File: config.mk
export PLATFORM = sky130hd
export DESIGN_NAME = branch_tracker
export DESIGN_NICKNAME = d
export VERILOG_FILES = /design/src/rtl/branch_pkg.sv /design/src/rtl/branch_cond_eval.sv /design/src/rtl/branch_tracker.sv
export SDC_FILE = /design/constraint.sdc
export NUM_CORES = 1
export LEC_CHECK = 0
export ABC_AREA = 1
export BUFFER_PORTS_ARGS = -buffer_cell sky130_fd_sc_hd__buf_4
export CAP_MARGIN = 10
export CORE_MARGIN = 1.5
export CORE_UTILIZATION = 30
export DETAILED_ROUTE_END_ITERATION = 7
export SLEW_MARGIN = 20
export SYNTH_ARGS = -nofsm -noshare
export SYNTH_HDL_FRONTEND = slang
export SYNTH_HIERARCHICAL = 1
export SYNTH_SLANG_ARGS = --single-unit
File: constraint.sdc
create_clock -name clk -period 2.99 [get_ports clk]
set_input_delay 0.299 -clock clk [delete_from_list [all_inputs] [get_ports clk]]
set_output_delay 0.299 -clock clk [all_outputs]
set_load 0.02 [all_outputs]
File: src/rtl/branch_pkg.sv
`default_nettype none
// ============================================================================
// Module      : branch_pkg
// Description : Shared types for the branch tracker: branch condition codes,
//               the per-stage control entry and small helpers.
// Revision    : 1.0 - initial release
// ============================================================================
package branch_pkg;

    // Branch condition codes carried down the pipe
    typedef enum logic [2:0] {
        COND_NONE = 3'd0,
        COND_B    = 3'd1,
        COND_BE   = 3'd2,
        COND_BLT  = 3'd3,
        COND_BLE  = 3'd4,
        COND_BNE  = 3'd5,
        COND_BGE  = 3'd6,
        COND_BGT  = 3'd7
    } cond_e;

    // Control part of one tracker stage; addresses are held alongside
    // because their width is a per-instance parameter.
    typedef struct packed {
        cond_e cond;
        logic  pred;
    } entry_t;

    localparam entry_t     c_EMPTY_ENTRY = '{cond: COND_NONE, pred: 1'b0};
    localparam logic [31:0] c_STAT_MAX   = 32'hFFFF_FFFF;

    // An entry is live when it carries a real branch
    function automatic logic cond_is_branch(input cond_e cond);
        return (cond != COND_NONE);
    endfunction

endpackage
`default_nettype wire

File: src/rtl/branch_cond_eval.sv
`default_nettype none
// ============================================================================
// Module      : branch_cond_eval
// Description : Purely combinational branch outcome from condition code and
//               the writeback flags S/Z/C/V.
// Revision    : 1.0 - initial release
// ============================================================================
module branch_cond_eval
    import branch_pkg::*;
(
    input  cond_e cond,
    input  logic  S,
    input  logic  Z,
    input  logic  C,
    input  logic  V,
    output logic  taken
);

    // Carry is part of the flag bundle but no current code tests it
    logic w_unused_c;
    assign w_unused_c = C;

    logic w_lt;
    assign w_lt = S ^ V;

    // Decode the condition against the flags
    always_comb begin
        taken = 1'b0;
        case (cond)
            COND_NONE: taken = 1'b0;
            COND_B:    taken = 1'b1;
            COND_BE:   taken = Z;
            COND_BLT:  taken = w_lt;
            COND_BLE:  taken = Z | w_lt;
            COND_BNE:  taken = ~Z;
            COND_BGE:  taken = ~w_lt;
            COND_BGT:  taken = ~Z & ~w_lt;
            default:   taken = 1'b0;
        endcase
    end

endmodule
`default_nettype wire

File: src/rtl/branch_tracker.sv
`default_nettype none
// ============================================================================
// Module      : branch_tracker
// Description : Carries issued branches through DEPTH stages to resolution,
//               evaluates the outcome at the head and reports mispredicts
//               and the corrected next address.
//               Optional statistics counters: define BRANCH_TRACKER_STATS_EN.
// Revision    : 1.0 - initial release
// ============================================================================
module branch_tracker
    import branch_pkg::*;
#(
    parameter int DEPTH      = 2,
    parameter int PCW        = 16,
    parameter int SELF_FLUSH = 1
) (
    input  logic           clk,
    input  logic           reset,
    input  logic           flush,
    input  logic           stall,
    input  logic           bubble,
    input  logic [2:0]     in_cond,
    input  logic           in_pred,
    input  logic [PCW-1:0] in_target,
    input  logic [PCW-1:0] in_fallthru,
    input  logic           S,
    input  logic           Z,
    input  logic           C,
    input  logic           V,
    output logic           res_valid,
    output logic [2:0]     res_cond,
    output logic           taken,
    output logic           mispredict,
    output logic [PCW-1:0] redirect_pc,
    output logic           busy,
    output logic [31:0]    stat_branches,
    output logic [31:0]    stat_mispredicts
);

    localparam int c_HEAD = DEPTH - 1;

    entry_t         r_ent [DEPTH];
    logic [PCW-1:0] r_tgt [DEPTH];
    logic [PCW-1:0] r_ft  [DEPTH];

    cond_e w_head_cond;
    logic  w_taken_raw;
    logic  w_any_valid;
    logic  w_self_clear;

    assign w_head_cond = r_ent[c_HEAD].cond;

    branch_cond_eval u_cond_eval (
        .cond  (w_head_cond),
        .S     (S),
        .Z     (Z),
        .C     (C),
        .V     (V),
        .taken (w_taken_raw)
    );

    // Outputs are forced quiet while reset is asserted, since the entries
    // only clear on the reset edge itself.
    assign res_valid   = ~reset & cond_is_branch(w_head_cond);
    assign res_cond    = w_head_cond;
    assign taken       = ~reset & w_taken_raw;
    assign mispredict  = res_valid & (taken != r_ent[c_HEAD].pred) & ~stall & ~flush;
    assign redirect_pc = taken ? r_tgt[c_HEAD] : r_ft[c_HEAD];
    assign busy        = ~reset & w_any_valid;

    // A resolved mispredict discards everything younger than the head
    assign w_self_clear = (SELF_FLUSH != 0) & mispredict;

    // OR of all stage valids
    always_comb begin
        w_any_valid = 1'b0;
        for (int i = 0; i < DEPTH; i++) begin
            w_any_valid = w_any_valid | cond_is_branch(r_ent[i].cond);
        end
    end

    // Stage shift register: reset > flush > stall > self-clear > shift
    always_ff @(posedge clk) begin
        if (reset || flush || (!stall && w_self_clear)) begin
            for (int i = 0; i < DEPTH; i++) begin
                r_ent[i] <= c_EMPTY_ENTRY;
                r_tgt[i] <= '0;
                r_ft[i]  <= '0;
            end
        end else if (!stall) begin
            for (int i = DEPTH - 1; i > 0; i--) begin
                r_ent[i] <= r_ent[i-1];
                r_tgt[i] <= r_tgt[i-1];
                r_ft[i]  <= r_ft[i-1];
            end
            if (bubble) begin
                r_ent[0] <= c_EMPTY_ENTRY;
                r_tgt[0] <= '0;
                r_ft[0]  <= '0;
            end else begin
                r_ent[0] <= '{cond: cond_e'(in_cond), pred: in_pred};
                r_tgt[0] <= in_target;
                r_ft[0]  <= in_fallthru;
            end
        end
    end

`ifdef BRANCH_TRACKER_STATS_EN
    logic [31:0] r_stat_branches;
    logic [31:0] r_stat_mispredicts;

    // Saturating resolution / mispredict counters, cleared only by reset
    always_ff @(posedge clk) begin
        if (reset) begin
            r_stat_branches    <= '0;
            r_stat_mispredicts <= '0;
        end else begin
            if (res_valid && !stall && !flush && (r_stat_branches != c_STAT_MAX)) begin
                r_stat_branches <= r_stat_branches + 32'd1;
            end
            if (mispredict && (r_stat_mispredicts != c_STAT_MAX)) begin
                r_stat_mispredicts <= r_stat_mispredicts + 32'd1;
            end
        end
    end

    assign stat_branches    = r_stat_branches;
    assign stat_mispredicts = r_stat_mispredicts;
`else
    assign stat_branches    = 32'd0;
    assign stat_mispredicts = 32'd0;
`endif

endmodule
`default_nettype wire

==> metrics.txt, run 1 <==
outcome=finished, final reports clean; setup TNS=0 ns; final hold viol count=0; clock latency at the later pin of the worst-skew pair=0.33 ns; initial DRC count=139; fin crit share=80.5%; reg2reg path depth=11; buffers and inverters on the worst path=1; Nets=497; clk_skew=0.00643 ns; Leakage Power=2.13 nW; largest net degree at the start of global routing=37; Max Freq=415 MHz; Yosys reg bits=72; Min Clock Period, post-route=2.41 ns; worst slew pin tran=0.863 ns; DRC viols=0; postcts setup bufs=0; first-pass GRT wire length=9.50 mm; synthesis-to-layout area growth=16.6%; Setup crit start=r_ent[1][2]$_SDFFCE_PN0P_; Core Area=0.0122 mm²; vias in the first global route=2,069; CP top delay family=simple AND/OR/NAND/NOR gates; Slew headroom=42.3%; share of cells above drive strength 1=26.3%; io pins=132; first drt pass iteration count=4; count of max-cap constraint violations=0; Worst setup EP type=flop; YS warnings=6; gpl congestion=0.748; total global routing track utilization=9.58%; starting density of the core=31.2%; CP Max Fanout=36; Die Wd=115 µm; Reg clk slew, reported paths=0.05 ns; HPWL Detailed=4.03 mm; count of flip-flops with a built-in enable after synthesis=72; wire per inst=9.43 µm; PwrDens=530 mW/mm²; cell taking the most area after synthesis=edfxtp_1; FF-to-FF Start=r_ent[1][2]$_SDFFCE_PN0P_; Post-CTS Hold Buffers=0; CTS tree=done; r2r setup slk=0.58 ns; Tot Pwr=0.00234 W; DIE AREA=0.0133 mm²; stages on the worst setup path=11; Mean Syn Cell Area=9.84 µm²; root buffer cell=clkbuf_16; clk sinks=72; post-detailed-route count of antenna-violating nets=0; critical path required time=3.15 ns; Num CTS Buffers=9; CP endpoint=r_ent[0][1]$_SDFFCE_PN0P_; cells after synthesis=385; CTS resizes=0; antenna cells=0; CTS Buffer Depth=2; worst-path cell with the longest stage delay=nand3_4; WL final=5.89 mm; CP Cell Sequence=inv_1, o21ai_1, nand3_2, nand2_1, nor2_1, nand2_4, nand2_1, nand2_1, nand2_2, nand3_4, nor2_1; total grt overflow=0; hold crit path type=input pin to flop; Yosys cell types=21; peak supply drop=0.320 mV; I/O Buffers=66; initial antenna violation count=0; Pins Over Slew Limit=0; Fillers=1,249; die height=115 µm; Final Setup Violations=0; Critical Path Max Stage Delay=0.49 ns; predominant post-synthesis flop cell=edfxtp_1; Yosys top cell area share=57.0%; via count=2,225; Setup CP Type=flop to flop; unrepaired setup endpoints after global routing=false; area of the mapped netlist=0.00379 mm²; vias per cell=3.57; Critical Path Most Common Cell=nand2_1; sequential-to-total area share from yosys stat=57.0%; fraction of registers with async set/reset=0%; CP startpoint kind=flop; Critical R2R Capture=r_ent[0][1]$_SDFFCE_PN0P_; # rows=40; crit path DAT=2.56 ns; H-tree levels=3; Area contributors post-synth=edfxtp_1 57%, buf_4 14%, inv_1 8.2%
==> stage by stage <==
step | instances | setup slack [ns] | area (µm²) | utilization [%] | hold slack (ns)
after floorplan | 448 | 0.905 | 4030 | - | 0.507
after global placement | 609 | 0.633 | 4170 | 34.3 | 0.522
after detailed placement | 609 | 0.542 | 4170 | 34.3 | 0.530
after CTS | 624 | 0.525 | 4420 | 36.3 | 0.260
after global routing | 624 | 0.329 | 4420 | 36.3 | 0.268
final | 624 | 0.583 | 4420 | 36.3 | 0.270
==> final cells by class <==
class / count / area [µm²] / area share, %
Tap cell: 168 / 210 / 4.76
Clock buffer: 13 / 240 / 5.44
Clock inverter: 2 / 7.51 / 0.170
Timing Repair Buffer: 68 / 510 / 11.6
Inverter: 86 / 323 / 7.30
Sequential cell: 72 / 2160 / 48.9
Multi-Input combinational cell: 215 / 966 / 21.9
==> per-layer routing <==
metal  part of all wire [%]  global-route usage [%]
met5                      0                       0
met1                     42                    10.7
met2                     49                    16.5
met3                    6.5                    2.90
met4                    2.0                    4.94
==> logic make-up (layout without fill, tap and decap cells) <==
family	count (synthesis)	count (layout)	synth area share [%]
AOI/OAI and AO/OA	4	4	0.627
buffers and inverters	161	169	23.8
DFF	72	72	57.0
other	1	64	0.0989
and+or+nand+nor	147	147	18.5
==> flip-flops by register name, indices dropped and copies added (netlist names) <==
signal  flops
r_ft       32
r_tgt      32
r_ent       8
==> Yosys cell counts, types with 2 or more instances <==
master    number
nand2_1       61
inv_2          3
nand2_2        3
buf_8          3
edfxtp_1      72
nor2_1        45
nor2_4         4
inv_1         83
o21ai_0        2
nand2_4        2
buf_4         70
nor2_2        28
==> worst reg2reg max path, stage by stage, from the launching register on <==
cell and delay [ns]:
edfxtp_1 0.47, inv_1 0.09, o21ai_1 0.07, nand3_2 0.07, nand2_1 0.05, nor2_1 0.25
nand2_4 0.21, nand2_1 0.10, nand2_1 0.06, nand2_2 0.12, nand3_4 0.49, nor2_1 0.26
==> report_power, final <==
part / internal (W) / switching, W
clock: 0.000551 / 0.000352
combinational: 0.0000842 / 0.000188
sequential: 0.00115 / 0.0000136
total: 0.00179 / 0.000554
==> cells in the final DEF, fill, tap and decap left out, drive strengths merged <==
cell / instances
a41oi: 1
conb: 64
edfxtp: 72
clkbuf: 13
nand3: 3
o21ai: 3
clkinv: 2
nand2: 66
buf: 68
nor2: 77
inv: 86
nand3b: 1
==> worst min-delay path by stage <==
stage                                      end  cells past startpoint  slack, ns                       start
floorplan            r_ent[0][0]$_SDFFCE_PN0P_                      2       0.51                     in_pred
global placement    r_tgt[1][10]$_SDFFCE_PN0P_                      2       0.52  r_tgt[0][10]$_SDFFCE_PN0P_
detailed placement   r_ft[1][10]$_SDFFCE_PN0P_                      2       0.53   r_ft[0][10]$_SDFFCE_PN0P_
CTS                  r_ft[0][15]$_SDFFCE_PN0P_                      3       0.26             in_fallthru[15]
global route         r_tgt[0][1]$_SDFFCE_PN0P_                      3       0.27                in_target[1]
finish               r_ft[0][15]$_SDFFCE_PN0P_                      3       0.27             in_fallthru[15]
Power figures use the tool's default switching activity.
==> run 2, diff against run 1 <==
==> constraint.sdc (replaced) <==
create_clock -name clk -period 2.15 [get_ports clk]
set_input_delay 0.215 -clock clk [delete_from_list [all_inputs] [get_ports clk]]
set_output_delay 0.215 -clock clk [all_outputs]
set_load 0.02 [all_outputs]
==> run 2 against run 1 <==
Effect of this change: clock power up 53%; sequential cell count unchanged; critical path depth unchanged; clock-buffer cell count down 2; sequential power up 38%; power up 46%; utilization up 2.2 points; final cell count up 1.8%; setup slack worse by 0.52 ns; combinational power up 56%; sequential share of layout area down 2.8 points; first-iteration DRC count down 34%; critical path type is now flop to primary output; largest cell class unchanged; largest power group unchanged.
==> metrics.txt, run 2 (synthesized netlist as in run 1, its figures left out) <==
outcome=finished, final reports clean; crit path DAT=1.87 ns; total grt overflow=0; H-tree levels=3; Worst Hold End=r_tgt[0][0]$_SDFFCE_PN0P_; CP startpoint kind=flop; Core Area=0.0122 mm²; reg2reg path depth=13; clk sinks=72; # rows=40; Critical R2R Capture=r_tgt[0][12]$_SDFFCE_PN0P_; dpl ws=0.102 ns; r2r setup slk=0.12 ns; Die Wd=115 µm; Final Setup Violations=0; hold crit path type=input pin to flop; wire per inst=9.53 µm; starting density of the core=31.2%; synthesis-to-layout area growth=23.6%; Max Freq=479 MHz; Tot Pwr=0.00343 W; global routing usage on met3=2.64%; clk_skew=0.00188 ns; critical path required time=1.93 ns; vias in the first global route=2,079; Post-CTS Hold Buffers=0; met1 GRT Util=11.3%; Setup CP Type=flop to primary output; root buffer cell=clkbuf_16; gpl congestion=0.758; CP Max Fanout=16; Pins Over Slew Limit=0; share of cells above drive strength 1=31.7%; top flop regs=r_ft x32, r_tgt x32, r_ent x8; HPWL Detailed=4.26 mm; via count=2,263; first-pass GRT wire length=9.66 mm; unrepaired setup endpoints after global routing=true; Leakage Power=2.23 nW; I/O Buffers=66; worst setup margin=0.0635 ns; DIE AREA=0.0133 mm²; Min Clock Period, post-route=2.09 ns; Worst setup EP type=primary output; PwrDens=732 mW/mm²; CTS tree=done; post-detailed-route count of antenna-violating nets=0; most frequent cells in the layout=82 x inv_1, 72 x edfxtp_1, 64 x conb_1; fin crit share=97.0%; count of max-cap constraint violations=0; most used routing layer in global routing=met2; Nets=507; total global routing track utilization=9.57%; io pins=132; final hold viol count=0; CTS Buffer Depth=2; peak supply drop=0.404 mV; first drt pass iteration count=4; initial antenna violation count=0; antenna cells=0; die height=115 µm; DRC viols=0; clock latency at the later pin of the worst-skew pair=0.32 ns; commonest non-fill, non-tap cell in the layout=inv_1; Worst Hold Depth=3; largest net degree at the start of global routing=37; Reg clk slew, reported paths=0.05 ns; vias per cell=3.56; met2 GRT Util=16.2%; Num CTS Buffers=9; FF-to-FF Start=r_ent[1][1]$_SDFFCE_PN0P_; WL final=6.05 mm; hold path startpoint=in_target[0]; initial DRC count=92
==> run 2: layer usage <==
metal	routed length, µm	vias up
met5	0	-
met4	89	0
met3	380	7
met2	3040	97
met1	2540	986
li1	-	1173
==> run 2: metrics by stage <==
step	area [µm²]	instances	hold slack (ns)	TNS, ns	utilization [%]
6_report	4680	635	0.191	0	38.5
5_1_grt	4680	635	0.194	-0.140	38.5
4_1_cts	4570	635	0.177	0	37.5
3_5_place_dp	4250	616	0.516	0	34.9
3_3_place_gp	4250	616	0.517	0	34.9
2_1_floorplan	4030	448	0.423	0	-
==> run 2: cell type report <==
class / instances / area, µm²
Clock buffer: 11 / 233
Clock inverter: 5 / 47.5
Fill cell: 1226 / 7480
Inverter: 86 / 323
Multi-Input combinational cell: 215 / 1020
Sequential cell: 72 / 2160
Tap cell: 168 / 210
Timing Repair Buffer: 78 / 692
==> run 2: timing repair <==
action	4_1_cts	5_1_grt
setup buffers	3	0
resized for setup	4	34
setup endpoints to repair	16	21
hold endpoints to repair	0	0
pin swaps	1	2
==> run 2: worst max-delay path by stage <==
| stage | from | end | slack (ns) | depth (start not counted) |
|---|---|---|---|---|
| floorplan | r_ent[1][2]$_SDFFCE_PN0P_ | redirect_pc[10] | 0.15 | 10 |
| global placement | r_ent[1][2]$_SDFFCE_PN0P_ | r_tgt[0][11]$_SDFFCE_PN0P_ | 0.17 | 13 |
| detailed placement | r_ent[1][2]$_SDFFCE_PN0P_ | r_tgt[0][12]$_SDFFCE_PN0P_ | 0.10 | 13 |
| CTS | r_ent[1][3]$_SDFFCE_PN0P_ | redirect_pc[3] | 0.004 | 12 |
| global route | r_ent[1][1]$_SDFFCE_PN0P_ | redirect_pc[3] | -0.03 | 11 |
| finish | r_ent[1][1]$_SDFFCE_PN0P_ | redirect_pc[3] | 0.06 | 11 |
==> run 2: worst max-delay path, cell delays in order, from the launching register on <==
cell	delay, ns
edfxtp_1	0.48
nand2_2	0.12
nand2_2	0.05
nand3_2	0.06
nand2_1	0.06
nor2_2	0.15
buf_4	0.14
nand2_4	0.06
buf_12	0.15
nand2_1	0.08
nand2_2	0.08
buf_6	0.13
==> run 2: power breakdown <==
group          total, W  internal (W)  switching, W
Sequential      0.00162       0.00161     0.0000192
Clock           0.00138      0.000885      0.000494
Combinational  0.000423      0.000149      0.000274
Total           0.00343       0.00264      0.000787
==> run 3, diff against run 2 <==
--- a/config.mk
+++ b/config.mk
@@ -10,6 +10,7 @@
 export CAP_MARGIN = 10
 export CORE_MARGIN = 1.5
 export CORE_UTILIZATION = 30
+export CTS_BUF_LIST = sky130_fd_sc_hd__clkbuf_4
 export DETAILED_ROUTE_END_ITERATION = 7
 export SLEW_MARGIN = 20
 export SYNTH_ARGS = -nofsm -noshare
==> run 3 against run 2 <==
Effect of this change: combinational power grew 5.0%; clock power fell by 41%; power is 16% lower; hold slack got worse by 0.097 ns; critical path depth is 1 higher; via count is 1.9% higher; critical endpoint is now redirect_pc[4]; design area is 0.77% lower; final cell count grew 0.79%; setup slack lost 0.084 ns; the run now ends with negative setup slack left.
==> metrics.txt, run 3 (synthesized netlist as in run 1, its figures left out) <==
first drt pass iteration count=4; WL final=6.24 mm; buffers and inverters on the worst path=4; unrepaired setup endpoints after global routing=true; clk_skew=0.0123 ns; Worst Hold End=r_tgt[0][9]$_SDFFCE_PN0P_; peak supply drop=0.291 mV; count of max-cap constraint violations=0; Placed Instance Area=0.00425 mm²; wire per inst=9.75 µm; initial antenna violation count=0; worst-path cell with the longest stage delay=edfxtp_1; Max Freq=461 MHz; H-tree levels=3; Post-CTS Hold Buffers=0; Num CTS Buffers=9; CP startpoint kind=flop; Die Wd=115 µm; root buffer cell=clkbuf_4; DIE AREA=0.0133 mm²; Fillers=1,240; hold path startpoint=in_target[9]; Core Area=0.0122 mm²; fin area=0.00465 mm²; CP Cell Sequence=inv_2, nand2_2, nand2_2, nand3_2, nand2_2, nor2_4, buf_6, nand2_8, clkbuf_16, nand2_2, nand2_2, buf_6; final hold viol count=0; io pins=132; die height=115 µm; fin crit share=101%; vias in the first global route=2,119; largest net degree at the start of global routing=37; Critical R2R Capture=r_tgt[0][10]$_SDFFCE_PN0P_; commonest non-fill, non-tap cell in the layout=inv_1; Final Setup Violations=9; Tot Pwr=0.00288 W; Setup CP Type=flop to primary output; Pins Over Slew Limit=0; outcome=finished, violations left; Critical Path Max Stage Delay=0.49 ns; failing checks=negative setup slack; top flop regs=r_ft x32, r_tgt x32, r_ent x8; # rows=40; CP top delay family=simple AND/OR/NAND/NOR gates; I/O Buffers=66; post-detailed-route count of antenna-violating nets=0; initial DRC count=86; Layout Cells excl Fill=640; reg2reg path depth=15; Worst Hold Depth=3; CTS tree=done; starting density of the core=31.2%; Nets=512; FF-to-FF Start=r_ent[1][3]$_SDFFCE_PN0P_; Min Clock Period, post-route=2.17 ns; Placed Instances=616; via count=2,305; Reg clk slew, reported paths=0.11 ns; crit path DAT=1.96 ns; share of cells above drive strength 1=35.4%; antenna cells=0; r2r setup slk=0.05 ns; vias per cell=3.60; first-pass GRT wire length=9.82 mm; worst setup margin=-0.0207 ns; hold crit path type=input pin to flop; HPWL Detailed=4.26 mm; total grt overflow=0; Leakage Power=2.20 nW; gpl congestion=0.758; PwrDens=620 mW/mm²; total global routing track utilization=9.77%; clock latency at the later pin of the worst-skew pair=0.41 ns; most frequent cells in the layout=82 x inv_1, 72 x edfxtp_1, 64 x conb_1; critical path required time=1.93 ns; CTS Buffer Depth=2; DRC viols=0; Worst setup EP type=primary output; CP Max Fanout=8; clk sinks=72; Critical Path Most Common Cell=nand2_2; synthesis-to-layout area growth=22.6%
## run 3: cell types whose count changed in the layout (fill, tap and decap cells not counted), sizes merged
cell | previous run | this run
buf | 78 | 82
clkbuf | 11 | 12
## run 3: worst reg2reg max path, stage by stage (launching register included)
cell and delay (ns):
edfxtp_1 0.49, inv_2 0.10, nand2_2 0.05, nand2_2 0.07, nand3_2 0.08, nand2_2 0.10
nor2_4 0.05, buf_6 0.13, nand2_8 0.07, nand2_2 0.04, nand2_1 0.07, nand2_2 0.09
buf_4 0.16, nand3_4 0.12, buf_12 0.20, nor2_2 0.05
## run 3: worst max-delay path by stage
| stage | startpoint | end | slack (ns) | cells after the start |
|---|---|---|---|---|
| after floorplan | r_ent[1][2]$_SDFFCE_PN0P_ | redirect_pc[10] | 0.15 | 10 |
| after global placement | r_ent[1][2]$_SDFFCE_PN0P_ | r_tgt[0][11]$_SDFFCE_PN0P_ | 0.17 | 13 |
| after detailed placement | r_ent[1][2]$_SDFFCE_PN0P_ | r_tgt[0][12]$_SDFFCE_PN0P_ | 0.10 | 13 |
| after CTS | r_ent[1][3]$_SDFFCE_PN0P_ | redirect_pc[3] | -0.03 | 12 |
| after global routing | r_ent[1][3]$_SDFFCE_PN0P_ | redirect_pc[4] | -0.14 | 12 |
| final | r_ent[1][3]$_SDFFCE_PN0P_ | redirect_pc[4] | -0.02 | 12 |
## run 3: stage by stage
step	util [%]	setup TNS [ns]	setup WS, ns	hold WS (ns)
global placement	34.9	0	0.171	0.517
CTS	37.1	-0.171	-0.0261	0.0741
floorplan	-	0	0.149	0.423
finish	38.2	-0.117	-0.0207	0.0944
global route	38.2	-4.12	-0.144	0.0741
detailed placement	34.9	0	0.102	0.516
## run 3: layer usage
layer | up-vias | share of wire, % | GRT usage (%)
met3 | 7 | 7.4 | 3.32
met4 | 0 | 1.6 | 4.28
met2 | 101 | 50 | 16.3
met1 | 1011 | 41 | 11.5
met5 | - | 0 | 0
li1 | 1186 | - | -
## run 3: timing repair
item / in CTS / in global routing
pin swaps: 5 / 10
resized for setup: 34 / 24
cloned: 0 / 1
setup buffers: 3 / 4
setup endpoints to repair: 18 / 48
## run 3: area by class of cell
cell class / instances / area [µm²] / share of cell area (%)
Sequential cell: 72 / 2160 / 46.5
Multi-Input combinational cell: 215 / 1060 / 22.7
Timing Repair Buffer: 83 / 766 / 16.5
Inverter: 86 / 323 / 6.95
Tap cell: 168 / 210 / 4.52
Clock buffer: 11 / 82.6 / 1.78
Clock inverter: 5 / 47.5 / 1.02
## run 3: where the power goes
part	switching [W]	internal [W]
logic	0.000282	0.000162
clock network	0.000443	0.000370
registers	0.0000206	0.00160
total	0.000746	0.00213
